===== src/rtl/piso_tx.sv =====
// Parallel-in/serial-out transmitter: loads a WIDTH-bit word over valid/ready and
// streams it one bit per accepted beat, chaining words back-to-back with no gap.
module piso_tx #(
  parameter int WIDTH     = 8,
  parameter bit MSB_FIRST = 1'b1
) (
  input  logic             clk,
  input  logic             rst,
  input  logic [WIDTH-1:0] din,
  input  logic             load_valid,
  output logic             load_ready,
  output logic             sout,
  output logic             sout_valid,
  input  logic             sout_ready,
  output logic             sout_first,
  output logic             sout_last,
  output logic             busy,
  output logic [7:0]       word_cnt
);

  localparam int IDX_W = (WIDTH > 1) ? $clog2(WIDTH) : 1;
  localparam logic [IDX_W-1:0] LAST_IDX = IDX_W'(WIDTH - 1);
  localparam logic [IDX_W-1:0] IDX_ONE  = IDX_W'(1);

  typedef enum logic [0:0] {
    ST_IDLE  = 1'b0,
    ST_SHIFT = 1'b1
  } state_e;

  state_e             state_q, state_d;
  logic [WIDTH-1:0]   shreg_q, shreg_d;
  logic [IDX_W-1:0]   idx_q, idx_d;
  logic [7:0]         cnt_q, cnt_d;
  logic               in_shift_s;
  logic               at_last_s;

  // The bit on the wire always sits at the outgoing end of the shift register.
  function automatic logic [WIDTH-1:0] advance(input logic [WIDTH-1:0] w);
    if (MSB_FIRST) begin
      return {w[WIDTH-2:0], 1'b0};
    end else begin
      return {1'b0, w[WIDTH-1:1]};
    end
  endfunction

  function automatic logic head_bit(input logic [WIDTH-1:0] w);
    if (MSB_FIRST) begin
      return w[WIDTH-1];
    end else begin
      return w[0];
    end
  endfunction

  assign in_shift_s = (state_q == ST_SHIFT);
  assign at_last_s  = in_shift_s & (idx_q == LAST_IDX);

  // Only load_ready looks at sout_ready; it lets the next word ride the last-bit beat.
  assign load_ready = ~rst & (~in_shift_s | (at_last_s & sout_ready));

  assign sout       = in_shift_s & head_bit(shreg_q);
  assign sout_valid = in_shift_s;
  assign busy       = in_shift_s;
  assign sout_first = in_shift_s & (idx_q == {IDX_W{1'b0}});
  assign sout_last  = at_last_s;
  assign word_cnt   = cnt_q;

  // Next-state computation for the transmit FSM, shift register and counters.
  always_comb begin
    state_d = state_q;
    shreg_d = shreg_q;
    idx_d   = idx_q;
    cnt_d   = cnt_q;
    case (state_q)
      ST_IDLE: begin
        if (load_valid) begin
          state_d = ST_SHIFT;
          shreg_d = din;
          idx_d   = {IDX_W{1'b0}};
        end else begin
          state_d = ST_IDLE;
        end
      end
      ST_SHIFT: begin
        if (!sout_ready) begin
          state_d = ST_SHIFT;
        end else if (idx_q == LAST_IDX) begin
          cnt_d = cnt_q + 8'd1;
          idx_d = {IDX_W{1'b0}};
          if (load_valid) begin
            state_d = ST_SHIFT;
            shreg_d = din;
          end else begin
            state_d = ST_IDLE;
            shreg_d = {WIDTH{1'b0}};
          end
        end else begin
          idx_d   = idx_q + IDX_ONE;
          shreg_d = advance(shreg_q);
        end
      end
      default: begin
        state_d = ST_IDLE;
        shreg_d = {WIDTH{1'b0}};
        idx_d   = {IDX_W{1'b0}};
      end
    endcase
  end

  // State registers; reset drops every output to zero without waiting for a clock.
  always_ff @(posedge clk or posedge rst) begin
    if (rst) begin
      state_q <= ST_IDLE;
      shreg_q <= {WIDTH{1'b0}};
      idx_q   <= {IDX_W{1'b0}};
      cnt_q   <= 8'd0;
    end else begin
      state_q <= state_d;
      shreg_q <= shreg_d;
      idx_q   <= idx_d;
      cnt_q   <= cnt_d;
    end
  end

endmodule


===== config.mk =====
export PLATFORM = sky130hd
export DESIGN_NAME = piso_tx
export DESIGN_NICKNAME = d
export VERILOG_FILES = /design/src/rtl/piso_tx.sv
export SDC_FILE = /design/constraint.sdc
export NUM_CORES = 1
export LEC_CHECK = 0
export ABC_CLOCK_PERIOD_IN_PS = 1600
export BUFFER_PORTS_ARGS = -buffer_cell sky130_fd_sc_hd__buf_2
export CAP_MARGIN = 20
export CORE_MARGIN = 10
export CORE_UTILIZATION = 30
export DETAILED_ROUTE_END_ITERATION = 8
export GPL_TIMING_DRIVEN = 1
export HOLD_SLACK_MARGIN = 0.03
export PLACE_DENSITY_LB_ADDON = 0.15
export SKIP_CTS_REPAIR_TIMING = 1
export SYNTH_ARGS = -nofsm -noshare
export SYNTH_HDL_FRONTEND = slang
export SYNTH_SLANG_ARGS = --single-unit

===== constraint.sdc =====
create_clock -name clk -period 1.6 [get_ports clk]
set_input_delay 0.24 -clock clk [delete_from_list [all_inputs] [get_ports clk]]
set_output_delay 0.24 -clock clk [all_outputs]
set_load 0.1 [all_outputs]

# Yosys cells after proc, flatten, opt, wreduce, memory -nomap -nowiden
# Cells that the tools add are included.
# op_classes
n_mul,0
mux,13
n_div,0
magnitude_cmp,0
n_reduce_logical,3
n_bitwise,8
eq_ne,3
shifts,0
addsub,2
# ops
op,n
8-bit two-way mux,4
8-bit case mux with 2 select lines,1
3-bit two-way mux,3
"8-bit by 1-bit adder with 8-bit output, second input constant",1
3-bit case mux with 2 select lines,1
1-bit AND,5
"2-bit inequality test, second input constant",2
"3-bit by 1-bit adder with 3-bit output, second input constant",1
"3-bit equality test, second input constant",1
3-bit zero test,1
1-bit two-way mux,3
3-bit AND reduction,1
1-bit inverter,2
1-bit case mux with 2 select lines,1
2-bit AND reduction,1
1-bit bitwise OR,1
# totals
romBits,0
in_bits,12
out_inout_bits,14
ram_bits,0
memories,0
latch_bits,0
regBits,20
word_cells,33

# Logic depth before layout (Yosys ltp)
# Gate-level depths: netlist of run 1.
# logic_depth
depth_word,5
depth_mapped,5
mapped_depth_nobuf,5

# Worst setup path after synthesis of run 1
# Ideal clock, no wire load.
# synth_timing
path_type,register to output
from,"reg state_q, in the netlist busy"
to,out sout_first
stages_incl_launch_ff,5
required_time_ns,1.360
t_arrival_ns,2.748
path_slack_ns,-1.388
n_path_buf,2
path_cell_list,dfrtp_1 > buf_6 > clkbuf_1 > nand2_1 > nor2_1
# synth_via
elab_chain_len,1
# synth_rtl
element,line_no,source
start: declaration,30,"state_e state_q, state_d;"
start signal: assignment,117,state_q <= state_d;
1-bit AND,63,assign sout_first = in_shift_s & (idx_q == {IDX_W{1'b0}});
end: declaration,15,"output logic sout_first,"
# Every way passes these cells.

# Final worst setup path of run 1
# layout_timing
from,reg idx_q[0]
to,out load_ready
# layout_via
elab_chain_len,5
# layout_rtl
element,line_no,source
start: declaration,32,"logic [IDX_W-1:0] idx_q, idx_d;"
start signal: assignment,114,idx_q <= {IDX_W{1'b0}};
start signal: assignment,119,idx_q <= idx_d;
3-bit equality test,55,assign at_last_s = in_shift_s & (idx_q == LAST_IDX);
1-bit AND,55,
1-bit AND,58,assign load_ready = ~rst & (~in_shift_s | (at_last_s & sout_ready));
1-bit bitwise OR,58,
1-bit AND,58,
end: declaration,11,"output logic load_ready,"
# Every way passes these cells.

==> summary.md, run 1 <==
| Metric | Value |
|---|---|
| Status | finished, violations left |
| Failing checks | negative setup slack |
| Simple-Gate Fraction of Synth Area | 17.8% |
| Max Freq | 582 MHz |
| PnR worst setup slack | -0.119 ns |
| Slew @ Worst Pin | 0.655 ns |
| First-pass GRT wire length | 4150 um |
| Final setup viols | 6 |
| DRC Markers | 0 |
| Wire per inst | 14.9 um |
| CP Cell Sequence | ha_2 -> ha_4 -> nand2_4 -> a21oi_4 -> buf_12 |
| Hold Crit Class | in2reg |
| Core Region | 3310 sq um |
| Met2 Resource Use GR | 13.7% |
| Most common cell in the netlist | dfrtp_1 |
| Post-synth top area cell | dfrtp_1 |
| Max Slew Vio Count | 0 |
| RSZ-0062 raised after global routing | yes |
| Die area | 6120 sq um |
| CTS Sinks | 20 |
| Design area | 1390 sq um |
| Met3 global-route usage | 3.87% |
| Commonest cells in the netlist | 20 x dfrtp_1, 17 x nor2_1, 9 x nand2_1 |
| Clock slew at reported path FFs | 0.12 ns |
| Ant diodes | 0 |
| Die X | 78.2 um |
| Crit path DAT | 1.48 ns |
| Compound-gate portion of the synthesized area | 11.8% |
| Main combinational cell family by area after synthesis | simple AND/OR/NAND/NOR gates |
| Proportion of netlist area held by the largest area contributor | 49.2% |
| Clk_lat worst skew | 0.30 ns |
| R2R cell count | 5 |
| Final cycle utilization of the critical path | 107% |
| FFs w/ async S/R, synth | 100% |
| Placer congestion estimate | 0.720 |
| Reg-to-reg critical path endpoint | shreg_q[1]$_DFFE_PP0P_ |
| Vias per std cell | 4.74 |
| Sequential cell area | 510 sq um |
| Buffers on Ports | 25 |
| Syn nets | 113 |
| Slew headroom | 55.1% |
| Slowest stage delay, CP | 0.38 ns |
| Static Leak | 0.672 nW |
| Die Height | 78.2 um |
| Final HPWL DP | 1870 um |
| EDFF count, synth | 0 |
| Sequential area share after synthesis | 49.2% |
| Area grow syn2layout | 36.9% |
| Busiest grt layer | met2 |
| CP required | 1.36 ns |
| Syn Area/Cell | 10.5 sq um |
| Hold EP | shreg_q[5]$_DFFE_PP0P_ |
| CTS H-Tree Depth | 1 |
| Num ports | 26 |
| Initial Utilization | 30.7% |
| Power per standard cell area | 1750 nW/um^2 |
| Num CTS Buffers | 3 |
| Number of max-cap violations | 0 |
| Mux cell area share after synthesis | 5.66% |
| Seq cells post-synth | 20 |
| Largest net degree at the start of global routing | 20 |
| Dpl cell area | 1300 sq um |
| R2R Path Start | idx_q[1]$_DFFE_PP0P_ |
| Ys Warns | 0 |
| Fin Clk Skew | 0.00783 ns |
| Clk buf depth | 2 |
| Hold Path Origin | din[5] |
| 1st-iter DRT viols | 48 |
| Ranking of synthesized cells by area | dfrtp_1 49%, nor2_1 6.3%, a221oi_1 5.2%, ha_1 4.9%, xor2_1 4.3% |
| Vias in the first global route | 820 |
| Layout cell share with drive strength beyond 1 | 44.2% |
| Synthesized instance count | 97 |
| Flop2flop setup slack | -0.03 ns |
| Crit Path Max Fanout | 7 |
| Post-synthesis adder-cell area fraction | 4.92% |
| Post-synthesis xor/xnor area fraction | 6.03% |
| Top FF cell, synth | dfrtp_1 |
| Hold Vio Cnt, Final | 0 |
| GRT Total Usage | 8.39% |
| ANT nets after route | 0 |
| Router iterations before antenna repair | 3 |
| Setup CP Type | reg2out |
| Max stage delay cell, worst path | dfrtp_1 |
| Grt met1 use | 9.58% |
| Remaining Overflow, GRT | 0 |
| Root Buffer | clkbuf_4 |
| TritonCTS clock tree | yes |
| Hold path depth | 3 |
| VDD IR-drop max | 0.644 mV |
| Vias | 829 |
| # fillers | 347 |
| CP Launch Type | flip-flop |
| Kind of end point of the critical path | output port |
| Setup TNS | -0.299 ns |
| Multi-input gate area | 539 sq um |
| Final wirelength | 2600 um |
| Cell Area, Synth | 1020 sq um |
| Final net count | 146 |
| Distinct cells, synth | 32 |
| Number of core rows | 21 |
| Initial antenna violation count | 0 |
| Period minus WS final | 1.72 ns |
==> power breakdown <==
group	internal, mW	switching (mW)	total (mW)
Clock	0.0972	0.158	0.255
Sequential	0.666	0.134	0.800
Combinational	0.473	0.904	1.38
==> worst max-delay path, delay by kind of cell, from the launching register on <==
kind / cells / cell delay [ns]
flip-flops: 1 / 0.38
buffers and inverters: 1 / 0.19
AND/OR/NAND/NOR: 1 / 0.07
adder cells (fa/ha/maj): 2 / 0.38
AO/OA/AOI/OAI: 1 / 0.15
==> sequential cells by signal (all words and copies together) (netlist names) <==
signal and cells:
shreg_q 8, idx_q 3, busy 1, word_cnt 8
==> area by class of cell <==
cell class | count | share of cell area, %
clock buffer | 4 | 1.89
inverter | 3 | 0.809
multi-input combinational | 69 | 38.7
sequential | 20 | 36.7
tap | 46 | 4.13
timing repair buffer | 33 | 17.8
==> stage by stage <==
step | cells | setup WS (ns) | hold slack [ns] | power (mW) | util, %
6_report | 175 | -0.119 | 0.214 | 2.43 | 42.1
5_1_grt | 175 | -0.198 | 0.226 | 2.59 | 42.1
4_1_cts | 172 | -0.388 | -0.0790 | 2.41 | 40.1
3_5_place_dp | 168 | -0.0875 | 0.269 | 2.15 | 39.3
3_3_place_gp | 168 | -0.0345 | 0.261 | 2.13 | 39.3
2_1_floorplan | 97 | -0.155 | 0.204 | 1.78 | -
==> routing by layer <==
layer | share of wire, % | wire (um) | vias up
met5 | 0 | 0 | -
met4 | 0.88 | 23 | 0
met3 | 6.5 | 170 | 2
met2 | 47 | 1230 | 16
met1 | 45 | 1170 | 407
li1 | - | - | 404
==> placed cells by master (no fill, tap or decap), types with 3 or more instances in the layout <==
cell type,Yosys,routed
buf_2,1,21
nor2_1,17,16
dfrtp_1,20,14
nand2_1,9,8
buf_4,2,7
a221oi_1,6,6
xor2_1,5,5
dfrtp_2,0,5
buf_12,0,4
inv_1,3,3
clkbuf_4,0,3
==> kinds of logic after synthesis <==
group / Yosys count
AO/OA/AOI/OAI: 15
XOR/XNOR: 7
adder cells (fa/ha/maj): 4
buffers and inverters: 8
flip-flops: 20
multiplexers: 5
AND/OR/NAND/NOR: 38
==> worst max-delay path by stage <==
stage                                  end  slack [ns]                 start  cells past startpoint
floorplan                       sout_first       -0.16        busy$_DFF_PP0_                      4
detailed placement  shreg_q[4]$_DFFE_PP0P_       -0.09  idx_q[0]$_DFFE_PP0P_                      5
global route                    load_ready       -0.20  idx_q[1]$_DFFE_PP0P_                      5
global placement    shreg_q[4]$_DFFE_PP0P_       -0.03  idx_q[0]$_DFFE_PP0P_                      5
CTS                             load_ready       -0.39  idx_q[0]$_DFFE_PP0P_                      5
finish                          load_ready       -0.12  idx_q[0]$_DFFE_PP0P_                      5
Note: power is estimated with default switching activity, not from simulation.
==> run 2, diff against run 1 <==
--- a/config.mk
+++ b/config.mk
@@ -15,6 +15,7 @@
 export HOLD_SLACK_MARGIN = 0.03
 export PLACE_DENSITY_LB_ADDON = 0.15
 export SKIP_CTS_REPAIR_TIMING = 1
+export SLEW_MARGIN = 30
 export SYNTH_ARGS = -nofsm -noshare
 export SYNTH_HDL_FRONTEND = slang
 export SYNTH_SLANG_ARGS = --single-unit
==> constraint.sdc (replaced) <==
create_clock -name clk -period 1.6 [get_ports clk]
set_input_delay 0.32 -clock clk [delete_from_list [all_inputs] [get_ports clk]]
set_output_delay 0.32 -clock clk [all_outputs]
set_load 0.1 [all_outputs]
==> run 2 against run 1 <==
The run still ends with negative setup slack left; critical path type unchanged; critical endpoint unchanged; cell count up 3.4%; total power is 5.0% higher; die area unchanged.
==> summary.md, run 2 (synthesis gave the netlist of run 1 again) <==
| Metric | Value |
|---|---|
| Vias per std cell | 4.79 (+1.1%) |
| Pre-CTS setup slack | 0.000896 ns (+0.0884 ns) |
| Final cycle utilization of the critical path | 109% (+1.4 points) |
| TritonCTS clock tree | yes |
| Clk_lat worst skew | 0.29 ns (about the same) |
| CP required | 1.28 ns (-0.08 ns) |
| RSZ-0062 raised after global routing | yes |
| Hold Crit Class | in2reg |
| 1st-iter DRT viols | 33 (-31%) |
| Static Leak | 0.725 nW (+8.0%) |
| PnR worst setup slack | -0.141 ns (-0.0221 ns) |
| Vias in the first global route | 881 (+7.4%) |
| DRC Markers | 0 (unchanged) |
| Final HPWL DP | 1840 um (-1.9%) |
| Commonest non-fill, non-tap cell in the layout | buf_2 |
| Layout cell share with drive strength beyond 1 | 52.6% (+8.4 points) |
| CP Cell Sequence | ha_2 -> ha_4 -> nand2_4 -> a21oi_4 -> buf_12 |
| Slew @ Worst Pin | 0.729 ns (+0.0742 ns) |
| ANT nets after route | 0 (unchanged) |
| Final core utilization | 45.7% (+3.6 points) |
| Placer congestion estimate | 0.728 (+1.1%) |
| Slew headroom | 50.0% (-5.1 points) |
| Commonest cells after routing, fill and taps aside | 19 x buf_2, 15 x nor2_1, 14 x dfrtp_1, 9 x buf_4 |
| Clock slew at reported path FFs | 0.11 ns (about the same) |
| Failing checks | negative setup slack |
| Fin Clk Skew | 0.00468 ns (-0.00314 ns) |
| Kind of end point of the critical path | output port |
| Initial Utilization | 30.7% (unchanged) |
| Core Region | 3310 sq um (unchanged) |
| Die Height | 78.2 um (unchanged) |
| Dpl cell area | 1370 sq um (+5.2%) |
| Stages on worst setup path | 5 (unchanged) |
| Number of core rows | 21 (unchanged) |
| CP Launch Type | flip-flop |
| Crit path launch | idx_q[1]$_DFFE_PP0P_ |
| Die X | 78.2 um (unchanged) |
| Root Buffer | clkbuf_4 |
| Delay-heaviest family, CP | flip-flops |
| Final wirelength | 2470 um (-4.9%) |
| GRT Total Usage | 7.68% (-0.72 points) |
| Num CTS Buffers | 3 (unchanged) |
| R2R cell count | 6 (+1) |
| First-pass GRT wire length | 3950 um (-4.7%) |
| Design area | 1510 sq um (+8.6%) |
| Remaining Overflow, GRT | 0 (unchanged) |
| Buffers on Ports | 25 (unchanged) |
| VDD IR-drop max | 0.610 mV (-5.3%) |
| CTS Sinks | 20 (unchanged) |
| Max Slew Vio Count | 0 (unchanged) |
| Largest net degree at the start of global routing | 20 (unchanged) |
| Final setup viols | 4 (-2) |
| Router iterations before antenna repair | 4 (+1) |
| Design Power | 2.55 mW (+5.0%) |
| Clk buf depth | 2 (unchanged) |
| Max stage delay cell, worst path | dfrtp_1 |
| CTS H-Tree Depth | 1 (unchanged) |
| Period minus WS final | 1.74 ns (+0.0221 ns) |
| Number of max-cap violations | 0 (unchanged) |
| Buf/Inv on CP | 1 (unchanged) |
| Max Freq | 574 MHz (-1.3%) |
| Area grow syn2layout | 48.7% |
| Crit path DAT | 1.42 ns (-0.06 ns) |
| Setup TNS | -0.394 ns (-0.0948 ns) |
| Die area | 6120 sq um (unchanged) |
| Hold Vio Cnt, Final | 0 (unchanged) |
| Power per standard cell area | 1690 nW/um^2 (-3.4%) |
| Slowest stage delay, CP | 0.37 ns (about the same) |
| R2R Path Start | idx_q[1]$_DFFE_PP0P_ |
| Initial antenna violation count | 0 (unchanged) |
| Ant diodes | 0 (unchanged) |
| Final net count | 152 (+4.1%) |
| Num ports | 26 (unchanged) |
| Flop2flop setup slack | -0.02 ns (about the same) |
| Reg-to-reg critical path endpoint | word_cnt[1]$_DFFE_PP0P_ |
| Wire per inst | 13.7 um (-8.1%) |
| Crit Path Max Fanout | 5 (-2) |
| CP endpoint | load_ready |
| Setup CP Type | reg2out |
| Vias | 867 (+4.6%) |
| Status | finished, violations left |
-- run 2: how the worst min path moves through the flow --
stage,slack (ns),endpoint,cells past startpoint,start
after CTS,-0.006,busy$_DFF_PP0_,2,rst
after global placement,0.34,idx_q[2]$_DFFE_PP0P_,2,rst
final,0.28,shreg_q[7]$_DFFE_PP0P_,3,din[7]
after floorplan,0.28,busy$_DFF_PP0_,1,rst
after detailed placement,0.33,busy$_DFF_PP0_,2,rst
after global routing,0.28,shreg_q[7]$_DFFE_PP0P_,3,din[7]
-- run 2: cell type report --
class / count / area [sq um]
fillers: 323 / 1800
well taps: 46 / 57.6
inverters: 3 / 11.3
multi-input cells: 69 / 564
flip-flops and latches: 20 / 510
repair buffers: 39 / 343
clock buffers: 4 / 26.3
-- run 2: worst register-to-register path: cells and delay by family (launching register included) --
family / cells / cell delay, ns
adders and majority gates: 2 / 0.38
buffers and inverters: 1 / 0.13
DFF: 1 / 0.40
muxes: 1 / 0.34
and+or+nand+nor: 2 / 0.28
-- run 2: stage by stage --
step	instances	hold WS (ns)
3_5_place_dp	171	0.332
5_1_grt	181	0.277
4_1_cts	175	-0.00615
2_1_floorplan	97	0.284
3_3_place_gp	171	0.335
6_report	181	0.278
-- run 2: per-layer routing --
metal	track usage, %	routed length, um
met5	0	0
met4	1.43	12
met3	4.33	212
met2	13.1	1210
met1	8.20	1040
-- run 2: power by group --
| part | leakage [nW] | internal, mW | switching, mW |
|---|---|---|---|
| clock network | 0.0150 | 0.0969 | 0.149 |
| logic | 0.469 | 0.563 | 0.951 |
| registers | 0.242 | 0.666 | 0.128 |
| total | 0.725 | 1.33 | 1.23 |
==> run 3, diff against run 2 <==
--- a/config.mk
+++ b/config.mk
@@ -5,10 +5,9 @@
 export SDC_FILE = /design/constraint.sdc
 export NUM_CORES = 1
 export LEC_CHECK = 0
-export ABC_CLOCK_PERIOD_IN_PS = 1600
+export ABC_CLOCK_PERIOD_IN_PS = 2200
 export BUFFER_PORTS_ARGS = -buffer_cell sky130_fd_sc_hd__buf_2
 export CAP_MARGIN = 20
-export CORE_MARGIN = 10
 export CORE_UTILIZATION = 30
 export DETAILED_ROUTE_END_ITERATION = 8
 export GPL_TIMING_DRIVEN = 1
==> constraint.sdc (replaced) <==
create_clock -name clk -period 2.2 [get_ports clk]
set_input_delay 0.44 -clock clk [delete_from_list [all_inputs] [get_ports clk]]
set_output_delay 0.44 -clock clk [all_outputs]
set_load 0.1 [all_outputs]
==> run 3 against run 2 <==
Critical endpoint unchanged; the run now ends clean; clock skew fell by 0.00096 ns; die area fell by 41%; register-to-register slack improved by 0.57 ns.
==> summary.md, run 3 (synthesis gave the netlist of run 1 again) <==
| Metric | Value |
|---|---|
| Status | finished clean |
| First-pass GRT wire length | 3260 um (-17%) |
| Metal-1 WL | 882 um (-15%) |
| Area grow syn2layout | 25.2% |
| Flop2flop setup slack | 0.55 ns (+0.57 ns) |
| Slew @ Worst Pin | 0.653 ns (-0.0765 ns) |
| Vias | 796 (-8.2%) |
| Setup CP Type | reg2out |
| Hold Crit Class | in2async |
| Initial Utilization | 32.5% (+1.8 points) |
| Commonest cells after routing, fill and taps aside | 23 x buf_2, 19 x dfrtp_1, 16 x nor2_1, 9 x nand2_1, 6 x a221oi_1 |
| Number of core rows | 20 (-4.8%) |
| DRC Markers | 0 (unchanged) |
| Ant diodes | 0 (unchanged) |
| 1st-iter DRT viols | 20 (-39%) |
| Static Leak | 0.622 nW (-14%) |
| Vias in the first global route | 699 (-21%) |
| Num ports | 26 (unchanged) |
| Commonest non-fill, non-tap cell in the layout | buf_2 |
| Vias per std cell | 4.80 (+0.11%) |
| Hold WS | 0.133 ns (-0.145 ns) |
| CTS Sinks | 20 (unchanged) |
| WL met3 | 102 um (-52%) |
| Max Slew Vio Count | 0 (unchanged) |
| Die X | 60.2 um (-23%) |
| # fillers | 316 (-2.2%) |
| Met2 WL post-DR | 963 um (-20%) |
| Switch share | 50.2% (+2.1 points) |
| Clk_lat worst skew | 0.30 ns (about the same) |
| Max Freq | 488 MHz |
| Slowest stage delay, CP | 0.40 ns (+0.03 ns) |
| CTS H-Tree Depth | 1 (unchanged) |
| Largest net degree at the start of global routing | 20 (unchanged) |
| Layout cell share with drive strength beyond 1 | 34.4% (-18 points) |
| Remaining Overflow, GRT | 0 (unchanged) |
| Power per standard cell area | 1290 nW/um^2 (-23%) |
| Period minus WS final | 2.05 ns |
| Crit Path Max Fanout | 7 (+2) |
| Die Height | 60.2 um (-23%) |
| Buffers on Ports | 25 (unchanged) |
| Pre-CTS setup slack | 0.345 ns (+0.344 ns) |
| Clock slew at reported path FFs | 0.11 ns (about the same) |
| Number of max-cap violations | 0 (unchanged) |
| Placer congestion estimate | 0.691 (-5.0%) |
| Final cycle utilization of the critical path | 93.1% |
| Fin Clk Skew | 0.00372 ns (-0.000964 ns) |
| P_sw | 0.826 mW (-33%) |
| Clk buf depth | 2 (unchanged) |
| CP Launch Type | flip-flop |
| CP Cell Sequence | ha_1 -> ha_4 -> nand2_1 -> a21oi_4 -> buf_12 |
| DR top layer | met4 |
| VDD IR-drop max | 0.457 mV (-25%) |
| Core Region | 3130 sq um (-5.5%) |
| Final net count | 139 (-8.6%) |
| PnR worst setup slack | 0.151 ns (+0.292 ns) |
| Slew headroom | 55.2% (+5.2 points) |
| Kind of end point of the critical path | output port |
| Internal power consumption | 0.821 mW (-38%) |
| GRT Total Usage | 12.4% (+4.8 points) |
| CP required | 1.76 ns (+0.48 ns) |
| Final HPWL DP | 1460 um (-21%) |
| Buf/Inv on CP | 1 (unchanged) |
| Max stage delay cell, worst path | dfrtp_1 |
| Router iterations before antenna repair | 4 (unchanged) |
| TritonCTS clock tree | yes |
| Clock Power Share | 12.7% (+3.1 points) |
| Final setup viols | 0 (-4) |
| Wire per inst | 12.0 um (-13%) |
| Final wirelength | 1980 um (-20%) |
| RSZ-0062 raised after global routing | no |
| Hold Vio Cnt, Final | 0 (unchanged) |
| Comb pwr share | 52.1% (-7.2 points) |
| Die area | 3630 sq um (-41%) |
| Root Buffer | clkbuf_4 |
| Seq pwr share | 35.2% (+4.1 points) |
| Delay-heaviest family, CP | flip-flops |
| Crit path DAT | 1.61 ns (+0.19 ns) |
| Num CTS Buffers | 3 (unchanged) |
| Initial antenna violation count | 0 (unchanged) |
| ANT nets after route | 0 (unchanged) |
[run 3: cell count changes in the layout (fill, tap and decap cells not counted), sizes merged]
cell         delta
clkbuf          -1
buf            -11
dlygate4sd3     -1
[run 3: final timing paths]
path                                    startpoint                       to  cells past startpoint
min in group clk                            din[4]   shreg_q[4]$_DFFE_PP0P_                      3
min                                            rst           busy$_DFF_PP0_                      2
max reg2reg                   idx_q[0]$_DFFE_PP0P_  word_cnt[1]$_DFFE_PP0P_                      5
min reg2reg                word_cnt[7]$_DFFE_PP0P_  word_cnt[7]$_DFFE_PP0P_                      1
max in group asynchronous                      rst   shreg_q[6]$_DFFE_PP0P_                      3
max                           idx_q[0]$_DFFE_PP0P_               load_ready                      5
[run 3: through the flow]
step / setup TNS (ns) / utilization [%] / instances / total power [mW] / area (sq um)
2_1_floorplan: 0 / - / 97 / 1.28 / 1040
3_3_place_gp: 0 / 39.2 / 162 / 1.43 / 1220
3_5_place_dp: 0 / 39.2 / 162 / 1.44 / 1220
4_1_cts: -0.00664 / 40.3 / 166 / 1.65 / 1260
5_1_grt: 0 / 40.7 / 166 / 1.75 / 1270
6_report: 0 / 40.7 / 166 / 1.65 / 1270
[run 3: per-layer routing]
layer	global-route usage [%]	up-vias
li1	-	392
met4	4.98	0
met5	0	-
met1	15.9	377
met3	3.25	4
met2	19.8	23
[run 3: area by class of cell]
| type | count | area (sq um) | area share [%] |
|---|---|---|---|
| Sequential cell | 20 | 504 | 39.6 |
| Multi-Input combinational cell | 69 | 504 | 39.6 |
| Timing Repair Buffer | 26 | 163 | 12.8 |
| Tap cell | 44 | 55.1 | 4.32 |
| Clock buffer | 4 | 36.3 | 2.85 |
| Inverter | 3 | 11.3 | 0.884 |
[run 3: power by group through the flow]
stage | logic [mW] | clock network (mW) | registers, mW
floorplan | 0.504 | 0 | 0.773
global placement | 0.847 | 0 | 0.580
detailed placement | 0.850 | 0 | 0.585
CTS | 0.853 | 0.225 | 0.576
global route | 0.921 | 0.235 | 0.595
finish | 0.859 | 0.208 | 0.580
